`config.mk`:
```
export PLATFORM = sky130hd
export DESIGN_NAME = mac_seq_ctrl_flat
export DESIGN_NICKNAME = d
export VERILOG_FILES = /design/src/rtl/mac_seq_ctrl_if.sv /design/src/rtl/mac_seq_ctrl.sv /design/src/flat_wrapper.sv
export SDC_FILE = /design/constraint.sdc
export NUM_CORES = 1
export LEC_CHECK = 0
export BUFFER_PORTS_ARGS = -buffer_cell sky130_fd_sc_hd__buf_4
export CAP_MARGIN = 20
export CORE_MARGIN = 2
export CORE_UTILIZATION = 57
export CTS_CLUSTER_DIAMETER = 60
export DETAILED_ROUTE_END_ITERATION = 12
export GPL_ROUTABILITY_DRIVEN = 0
export GPL_TIMING_DRIVEN = 0
export PLACE_DENSITY = 0.85
export SETUP_SLACK_MARGIN = 0.15
export SYNTH_ARGS = -nofsm -noshare
export SYNTH_HDL_FRONTEND = slang
export SYNTH_SLANG_ARGS = --single-unit
```
`constraint.sdc`:
```
create_clock -name clk -period 4.85 [get_ports clk]
set_clock_uncertainty 0.15 [all_clocks]
set_input_delay 0 -clock clk [delete_from_list [all_inputs] [get_ports clk]]
set_output_delay 0 -clock clk [all_outputs]
set_load 0.005 [all_outputs]
```
`src/rtl/mac_seq_ctrl_if.sv`:
```
// Word-addressed read port between the MAC sequencer and the A/b memory.
// The read data itself goes straight to the datapath and is not part of this bundle.
interface mac_seq_ctrl_if #(
  parameter int ADDR_WIDTH = 32
);
  logic                  mem_read;
  logic [ADDR_WIDTH-1:0] mem_addr;
  logic                  mem_waitrequest;
  logic                  mem_readdatavalid;

  modport master (
    output mem_read,
    output mem_addr,
    input  mem_waitrequest,
    input  mem_readdatavalid
  );

  modport slave (
    input  mem_read,
    input  mem_addr,
    output mem_waitrequest,
    output mem_readdatavalid
  );
endinterface

```
`src/rtl/mac_seq_ctrl.sv`:
```
// Control sequencer for a bank of ROWS MAC lanes computing C = A*b: fetches A rows and b,
// steers each returned word into its lane register, clears the MACs, then runs COLS MAC steps.
module mac_seq_ctrl #(
  parameter int DATA_WIDTH = 8,
  parameter int ROWS       = 8,
  parameter int COLS       = 8,
  parameter int ADDR_WIDTH = 32
) (
  input  logic                  clk,
  input  logic                  rst,
  input  logic                  start,
  input  logic [ADDR_WIDTH-1:0] base_addr,
  output logic                  busy,
  output logic                  done,
  output logic                  result_valid,
  mac_seq_ctrl_if.master        mem,
  output logic [ROWS:0]         load,
  output logic                  shift_en,
  output logic                  mac_clr,
  output logic                  mac_en
);
  localparam int NWORDS = ROWS + 1;
  localparam int FC_W   = $clog2(ROWS + 2);
  localparam int SC_W   = $clog2(COLS + 1);
  localparam logic [FC_W-1:0] WORDS_C   = FC_W'(NWORDS);
  localparam logic [SC_W-1:0] LAST_STEP = SC_W'(COLS - 1);

  // Worst-case dot product must fit the 3*DATA_WIDTH MAC accumulator.
  localparam logic [63:0] ELEM_MAX = (64'd1 << DATA_WIDTH) - 64'd1;
  localparam logic [63:0] MAC_MAX  = 64'(COLS) * ELEM_MAX * ELEM_MAX;

  if (ROWS < 1 || ROWS > 16 || COLS < 1 || COLS > 16 ||
      MAC_MAX >= (64'd1 << (3 * DATA_WIDTH))) begin : g_param_check
    $error("mac_seq_ctrl: ROWS/COLS out of range or MAC accumulator too narrow");
  end

  typedef enum logic [2:0] {
    S_IDLE,
    S_CLEAR,
    S_FILL,
    S_COMPUTE,
    S_DONE
  } state_t;

  state_t                state_q, state_d;
  logic [ADDR_WIDTH-1:0] base_q, base_d;
  logic [FC_W-1:0]       issue_q, issue_d;
  logic [FC_W-1:0]       resp_q, resp_d;
  logic [SC_W-1:0]       step_q, step_d;
  logic                  rv_q, rv_d;

  always_ff @(posedge clk or posedge rst) begin
    if (rst) begin
      state_q <= S_IDLE;
      base_q  <= '0;
      issue_q <= '0;
      resp_q  <= '0;
      step_q  <= '0;
      rv_q    <= 1'b0;
    end else begin
      state_q <= state_d;
      base_q  <= base_d;
      issue_q <= issue_d;
      resp_q  <= resp_d;
      step_q  <= step_d;
      rv_q    <= rv_d;
    end
  end

  always_comb begin
    state_d      = state_q;
    base_d       = base_q;
    issue_d      = issue_q;
    resp_d       = resp_q;
    step_d       = step_q;
    rv_d         = rv_q;
    busy         = 1'b0;
    done         = 1'b0;
    mac_clr      = 1'b0;
    mac_en       = 1'b0;
    shift_en     = 1'b0;
    load         = '0;
    mem.mem_read = 1'b0;
    mem.mem_addr = '0;

    unique case (state_q)
      S_IDLE: begin
        if (start) begin
          base_d  = base_addr;
          issue_d = '0;
          resp_d  = '0;
          step_d  = '0;
          rv_d    = 1'b0;
          state_d = S_CLEAR;
        end
      end
      S_CLEAR: begin
        busy    = 1'b1;
        mac_clr = 1'b1;
        state_d = S_FILL;
      end
      S_FILL: begin
        busy = 1'b1;
        // Requests and responses run independently; only the response count ends the fill.
        if (issue_q != WORDS_C) begin
          mem.mem_read = 1'b1;
          mem.mem_addr = base_q + ADDR_WIDTH'(issue_q);
          if (!mem.mem_waitrequest) issue_d = issue_q + FC_W'(1);
        end
        if (mem.mem_readdatavalid) begin
          load   = NWORDS'(1) << resp_q;
          resp_d = resp_q + FC_W'(1);
          if (resp_d == WORDS_C) state_d = S_COMPUTE;
        end
      end
      S_COMPUTE: begin
        busy     = 1'b1;
        mac_en   = 1'b1;
        shift_en = 1'b1;
        if (step_q == LAST_STEP) begin
          rv_d    = 1'b1;
          state_d = S_DONE;
        end else begin
          step_d = step_q + SC_W'(1);
        end
      end
      S_DONE: begin
        done    = 1'b1;
        state_d = S_IDLE;
      end
      default: state_d = S_IDLE;
    endcase
  end

  assign result_valid = rv_q;

endmodule

```
`src/flat_wrapper.sv`:
```
// flat-port wrapper written by rule: the top's interface ports become plain ports
module mac_seq_ctrl_flat 
#(
  parameter int DATA_WIDTH = 8,
  parameter int ROWS       = 8,
  parameter int COLS       = 8,
  parameter int ADDR_WIDTH = 32
)
  (clk, rst, start, base_addr, busy, done, result_valid, load, shift_en, mac_clr, mac_en, mem_mem_read, mem_mem_addr, mem_mem_waitrequest, mem_mem_readdatavalid);
  mac_seq_ctrl_if #(.ADDR_WIDTH(ADDR_WIDTH)) mem_i ();
  input  logic clk;
  input  logic rst;
  input  logic start;
  input  logic [ADDR_WIDTH-1:0] base_addr;
  output logic busy;
  output logic done;
  output logic result_valid;
  output logic [ROWS:0] load;
  output logic shift_en;
  output logic mac_clr;
  output logic mac_en;
  output wire logic [$bits(mem_i.mem_read)-1:0] mem_mem_read;
  output wire logic [$bits(mem_i.mem_addr)-1:0] mem_mem_addr;
  input wire logic [$bits(mem_i.mem_waitrequest)-1:0] mem_mem_waitrequest;
  input wire logic [$bits(mem_i.mem_readdatavalid)-1:0] mem_mem_readdatavalid;
  assign mem_mem_read = mem_i.mem_read;
  assign mem_mem_addr = mem_i.mem_addr;
  assign mem_i.mem_waitrequest = mem_mem_waitrequest;
  assign mem_i.mem_readdatavalid = mem_mem_readdatavalid;
  mac_seq_ctrl #(.DATA_WIDTH(DATA_WIDTH), .ROWS(ROWS), .COLS(COLS), .ADDR_WIDTH(ADDR_WIDTH)) u_core (.clk(clk), .rst(rst), .start(start), .base_addr(base_addr), .busy(busy), .done(done), .result_valid(result_valid), .mem(mem_i), .load(load), .shift_en(shift_en), .mac_clr(mac_clr), .mac_en(mac_en));
endmodule
```
==> flow_metrics.env, run 1 <==
export IMPL_status="finished, final reports clean"
export IMPL_die_w_um=78.8
export IMPL_synth_cells=401
export IMPL_p_per_area_nw_per_um2=560
export IMPL_synth_main_ff_cell="dfrtp_1"
export IMPL_synth_area_top_cells="dfrtp_1 (38%), nand2_1 (11%), ha_1 (5.5%)"
export IMPL_synth_warnings=0
export IMPL_ios=85
export IMPL_antenna_found_initial=0
export IMPL_h_tree_depth=2
export IMPL_grt_pass1_vias=3549
export IMPL_core_area_sq_um=5440
export IMPL_leakage_nw=2.02
export IMPL_cp_max_fo=10
export IMPL_seq_area_frac_synth_pct=37.7
export IMPL_seqPwrFrac_pct=34.2
export IMPL_intPower_mw=1.34
export IMPL_syn_avg_cell_area_sq_um=7.95
export IMPL_num_rows=27
export IMPL_portBuffers=84
export IMPL_ys_types=46
export IMPL_antenna_cells=0
export IMPL_hold_violations=0
export IMPL_cap_violations=0
export IMPL_power_share_switching_pct=45.7
export IMPL_slew_limit_headroom_pct=40.6
export IMPL_areaGrowthSynthToFinish_pct=38.3
export IMPL_register_area_sq_um=1200
export IMPL_crit_path_end_kind="output pin"
export IMPL_clk_pin_slew_ps=90
export IMPL_dp_hpwl_um=6870
export IMPL_nets=583
export IMPL_dr_total_vias=3616
export IMPL_p_sw_mw=1.13
export IMPL_postCtsResizedCells=0
export IMPL_ys_async_sr_fraction_pct=100
export IMPL_hold_path_class="in -> async"
export IMPL_max_freq_mhz=307
export IMPL_grt_first_pass_wirelength_um=16400
export IMPL_r2r_cells=6
export IMPL_ir_worst_vdd_mv=0.355
export IMPL_wl_um=9960
export IMPL_grt_total_usage_pct=33.5
export IMPL_cts_tree="built"
export IMPL_critPathArrivalTime_ps=3110
export IMPL_pwr_share_comb_pct=55.0
export IMPL_start_util_pct=58.6
export IMPL_clock_sinks=48
export IMPL_rsz0062_at_grt="false"
export IMPL_dp_slack_ps=2080
export IMPL_critical_path_required_ps=4700
export IMPL_post_place_cells=559
export IMPL_clk_path_buf_depth=2
export IMPL_post_drt_wl_per_cell_um=16.5
export IMPL_grt_max_degree=36
export IMPL_synth_commonest_cells="nand2_1 (93), dfrtp_1 (48), a21oi_1 (28), inv_1 (22), o21ai_0 (20)"
export IMPL_dieArea_sq_um=6210
export IMPL_synth_largest_area_cell="dfrtp_1"
export IMPL_synth_top_area_share_pct=37.7
export IMPL_root_buffer="clkbuf_8"
export IMPL_holdWs_ps=31.4
export IMPL_stdcell_area_sq_um=4410
export IMPL_clock_latency_ps=310
export IMPL_dr_pass1_iters=6
export IMPL_synth_edf_count=0
export IMPL_critical_path_class="reg -> out"
export IMPL_place_area_sq_um=3940
export IMPL_synth_most_common_cell="nand2_1"
export IMPL_via_per_inst=5.99
export IMPL_finalNonFillerCells=604
export IMPL_numCtsBuffers=5
export IMPL_drcViolationCount=0
export IMPL_fillCellCount=380
export IMPL_syn_nets=453
export IMPL_die_h_um=78.8
export IMPL_drive_gt1_share_pct=19.9
export IMPL_final_period_utilization_pct=67.1
export IMPL_setup_viol=0
export IMPL_tightest_slew_ps=883
export IMPL_min_period_ps=3260
export IMPL_synth_cell_area_sq_um=3190
export IMPL_ys_seq_elements=48
export IMPL_cp_start_kind="register"
export IMPL_drt_antenna_violating_nets=0
export IMPL_fin_ws_ps=1590
export IMPL_drv_slew=0
export IMPL_p_clk_share_pct=10.7
export IMPL_drtIter0Drc=347
export IMPL_overflow=0
export IMPL_multi_input_area_sq_um=1820
export IMPL_fin_tns_setup_ps=0
-- registers in the layout, summed over array words and instances (netlist names) --
name	flops
u_core.resp_q	4
u_core.step_q	4
u_core.state_q	3
u_core.result_valid	1
u_core.base_q	32
u_core.issue_q	4
-- area by class of cell --
class | instances | share of cell area [%]
clock buffers | 6 | 1.87
repair buffers | 123 | 23.3
plain buffers | 22 | 2.16
multi-input cells | 309 | 41.2
flip-flops and latches | 48 | 27.2
well taps | 72 | 2.04
inverters | 22 | 1.87
clock inverters | 2 | 0.340
-- layout by cell type, fill, tap and decap left out, drive strengths merged, types with 16 or more instances in the layout --
cell type	Yosys	routed
a21oi	28	28
buf	3	89
clkbuf	19	25
dfrtp	48	48
dlygate4sd3	0	37
inv	22	22
nand2	93	93
nand3	18	18
nor2	19	19
o21ai	20	20
o31ai	16	16
or4	16	16
-- critical path, stage by stage, from the launching register on --
cell and delay [ps]:
dfrtp_1 460, ha_1 250, inv_1 90, fa_1 240, nand2b_1 220, a21o_1 200
clkbuf_1 360, clkbuf_1 470, o21ai_0 180, a21oi_1 180, buf_4 140
-- through the flow --
stage | util [%] | total power [mW]
2_1_floorplan | - | 1.53
3_3_place_gp | 71.9 | 2.07
3_5_place_dp | 72.5 | 2.13
4_1_cts | 81.1 | 2.44
5_1_grt | 81.1 | 2.67
6_report | 81.1 | 2.47
-- worst paths after layout --
kind	slack, ps	endpoint	from
worst max-delay path	1590	mem_mem_addr[10]	u_core.issue_q[0]
max in group asynchronous	4030	u_core.base_q[14]	rst
min in group clk	260	u_core.base_q[31]	base_addr[31]
worst min-delay path	30	u_core.base_q[1]	rst
worst max register to register	2460	u_core.issue_q[1]	u_core.state_q[1]
worst min register to register	360	u_core.base_q[0]	u_core.base_q[0]
-- cell families after synthesis --
group	Yosys count	share of synthesized area (%)
compound gates	81	15.5
xor+xnor	8	2.20
fa+ha+maj	15	6.12
buf+inv	44	5.57
flops	48	37.7
mux	2	0.667
simple gates	203	32.3
-- timing repair --
item                      4_1_cts  5_1_grt
setup buffers                   0        0
hold buffers                   37        0
hold endpoints to repair       84        0
-- power by group through the flow --
stage | Clock (mW) | Combinational, mW | Sequential (mW)
after floorplan | 0 | 0.758 | 0.771
after global placement | 0 | 1.24 | 0.823
after detailed placement | 0 | 1.30 | 0.835
after CTS | 0.268 | 1.34 | 0.831
after global routing | 0.282 | 1.52 | 0.874
final | 0.265 | 1.36 | 0.846
-- metal layers --
metal / part of all wire (%) / vias to the layer above / track usage (%)
met5: 0 / - / 0
met4: 4.1 / 0 / 15.4
met3: 7.0 / 48 / 6.02
met2: 50 / 181 / 58.4
met1: 39 / 1703 / 40.2
li1: - / 1684 / -
No activity file was read; power rests on OpenSTA's default activity.
==> run 2, diff against run 1 <==
--- a/config.mk
+++ b/config.mk
@@ -8,12 +8,12 @@
 export BUFFER_PORTS_ARGS = -buffer_cell sky130_fd_sc_hd__buf_4
 export CAP_MARGIN = 20
 export CORE_MARGIN = 2
-export CORE_UTILIZATION = 57
+export CORE_UTILIZATION = 53
 export CTS_CLUSTER_DIAMETER = 60
 export DETAILED_ROUTE_END_ITERATION = 12
 export GPL_ROUTABILITY_DRIVEN = 0
 export GPL_TIMING_DRIVEN = 0
-export PLACE_DENSITY = 0.85
+export PLACE_DENSITY = 0.8
 export SETUP_SLACK_MARGIN = 0.15
 export SYNTH_ARGS = -nofsm -noshare
 export SYNTH_HDL_FRONTEND = slang
==> constraint.sdc (replaced) <==
create_clock -name clk -period 3.11 [get_ports clk]
set_clock_uncertainty 0.15 [all_clocks]
set_input_delay 0 -clock clk [delete_from_list [all_inputs] [get_ports clk]]
set_output_delay 0 -clock clk [all_outputs]
set_load 0.005 [all_outputs]
==> run 2 against run 1 <==
Final cell count is 0.66% higher. Worst setup slack worse by 1300 ps. Sequential share of layout area is 0.34 points lower. Critical endpoint is now mem_mem_addr[17]. Largest cell class unchanged.
==> flow_metrics.env, run 2 (synthesized netlist as in run 1, its figures left out) <==
export IMPL_slew_limit_headroom_pct=41.4
export IMPL_rsz0062_at_grt="false"
export IMPL_gr_usage_met1_pct=38.8
export IMPL_gr_usage_met3_pct=4.29
export IMPL_die_h_um=81.6
export IMPL_clk_pin_slew_ps=100
export IMPL_largest_reg_flops=32
export IMPL_multi_input_area_sq_um=1830
export IMPL_fillCellCount=423
export IMPL_min_period_ps=2830
export IMPL_start_util_pct=54.5
export IMPL_grt_first_pass_wirelength_um=15700
export IMPL_top_register="u_core.base_q"
export IMPL_grt_total_usage_pct=30.4
export IMPL_p_per_area_nw_per_um2=889
export IMPL_via_per_inst=5.90
export IMPL_drv_slew=0
export IMPL_cp_max_fo=10
export IMPL_final_cell_mix="nand2_1 (93), buf_4 (87), dfrtp_1 (47)"
export IMPL_dp_hpwl_um=6950
export IMPL_clock_latency_ps=310
export IMPL_groute_layer_met2_usage_pct=53.1
export IMPL_status="finished, final reports clean"
export IMPL_leakage_nw=2.06
export IMPL_ios=85
export IMPL_cts_tree="built"
export IMPL_gr_max_usage_layer="met2"
export IMPL_max_freq_mhz=353
export IMPL_clock_sinks=48
export IMPL_antenna_cells=0
export IMPL_core_area_sq_um=5850
export IMPL_portBuffers=84
export IMPL_holdWs_ps=99.9
export IMPL_drt_antenna_violating_nets=0
export IMPL_num_rows=28
export IMPL_crit_chain="ha_1, a21oi_1, o22a_1, clkbuf_2, clkbuf_2, o21ai_0, a21oi_1, buf_4"
export IMPL_cap_violations=0
export IMPL_dieArea_sq_um=6650
export IMPL_cp_top_family="compound AO/OA/AOI/OAI gates"
export IMPL_die_w_um=81.6
export IMPL_critical_path_class="reg -> out"
export IMPL_crit_slowest_cell="dfrtp_1"
export IMPL_wl_um=10000
export IMPL_drtIter0Drc=372
export IMPL_utilization_pct=76.4
export IMPL_hold_violations=0
export IMPL_dr_pass1_iters=5
export IMPL_clk_path_buf_depth=2
export IMPL_drive_gt1_share_pct=21.6
export IMPL_fin_tns_setup_ps=0
export IMPL_overflow=0
export IMPL_ir_worst_vdd_mv=0.513
export IMPL_setup_viol=0
export IMPL_critical_path_required_ps=2960
export IMPL_root_buffer="clkbuf_8"
export IMPL_path_buf_inv=3
export IMPL_areaGrowthSynthToFinish_pct=40.2
export IMPL_grt_max_degree=31
export IMPL_critPathArrivalTime_ps=2680
export IMPL_tightest_slew_ps=871
export IMPL_grt_pass1_vias=3348
export IMPL_h_tree_depth=2
export IMPL_final_common_cell="nand2_1"
export IMPL_crit_path_end_kind="output pin"
export IMPL_cp_start_kind="register"
export IMPL_final_period_utilization_pct=91.1
export IMPL_slowest_delay_ps=450
export IMPL_dr_total_vias=3588
export IMPL_antenna_found_initial=0
export IMPL_drcViolationCount=0
export IMPL_nets=584
export IMPL_register_area_sq_um=1200
export IMPL_hold_path_class="in -> async"
export IMPL_post_drt_wl_per_cell_um=16.5
export IMPL_numCtsBuffers=5
[run 2: area by class of cell]
class	count	area share, %
plain buffers	22	2.35
repair buffers	124	23.2
clock buffers	6	1.85
clock inverters	2	0.867
inverters	22	1.85
multi-input cells	309	40.9
well taps	75	2.10
flip-flops and latches	48	26.9
[run 2: routing by layer]
metal / part of all wire (%) / wire length [um]
met3: 7.4 / 746
met5: 0 / 0
met4: 2.1 / 212
met1: 40 / 4050
met2: 50 / 5010
[run 2: per-stage QoR]
stage | total power, mW | cell area (sq um) | std cells | worst slack [ps]
4_1_cts | 3.89 | 4460 | 608 | 159
3_3_place_gp | 3.24 | 3910 | 560 | 192
6_report | 3.98 | 4470 | 608 | 277
5_1_grt | 4.29 | 4470 | 608 | 159
3_5_place_dp | 3.34 | 3950 | 562 | 285
2_1_floorplan | 2.38 | 3190 | 401 | 776
[run 2: worst min-delay path: cells and delay by family]
family | cells | cell delay, ps
buffers and inverters | 3 | 1000
[run 2: worst paths after layout]
check	start	endpoint	slack (ps)	cells past startpoint
setup / recovery	u_core.issue_q[1]	mem_mem_addr[17]	280	8
hold / removal	rst	u_core.base_q[14]	100	3
setup reg to reg	u_core.state_q[1]	u_core.issue_q[0]	720	7
hold reg to reg	u_core.base_q[0]	u_core.base_q[0]	350	2
max in group asynchronous	rst	u_core.issue_q[0]	2190	4
min in group clk	base_addr[24]	u_core.base_q[24]	270	4
[run 2: power breakdown]
group          internal [mW]  switching, mW  total (mW)
sequential             0.921          0.387        1.31
combinational           1.02           1.15        2.17
clock                  0.263          0.235       0.498
total                   2.20           1.77        3.98
[run 2: repair_timing]
action / CTS / global route
resized for setup: 6 / 5
endpoints found under the hold margin: 84 / 0
hold buffers: 37 / 0
setup buffers: 1 / 0
setup endpoints to repair: 22 / 18
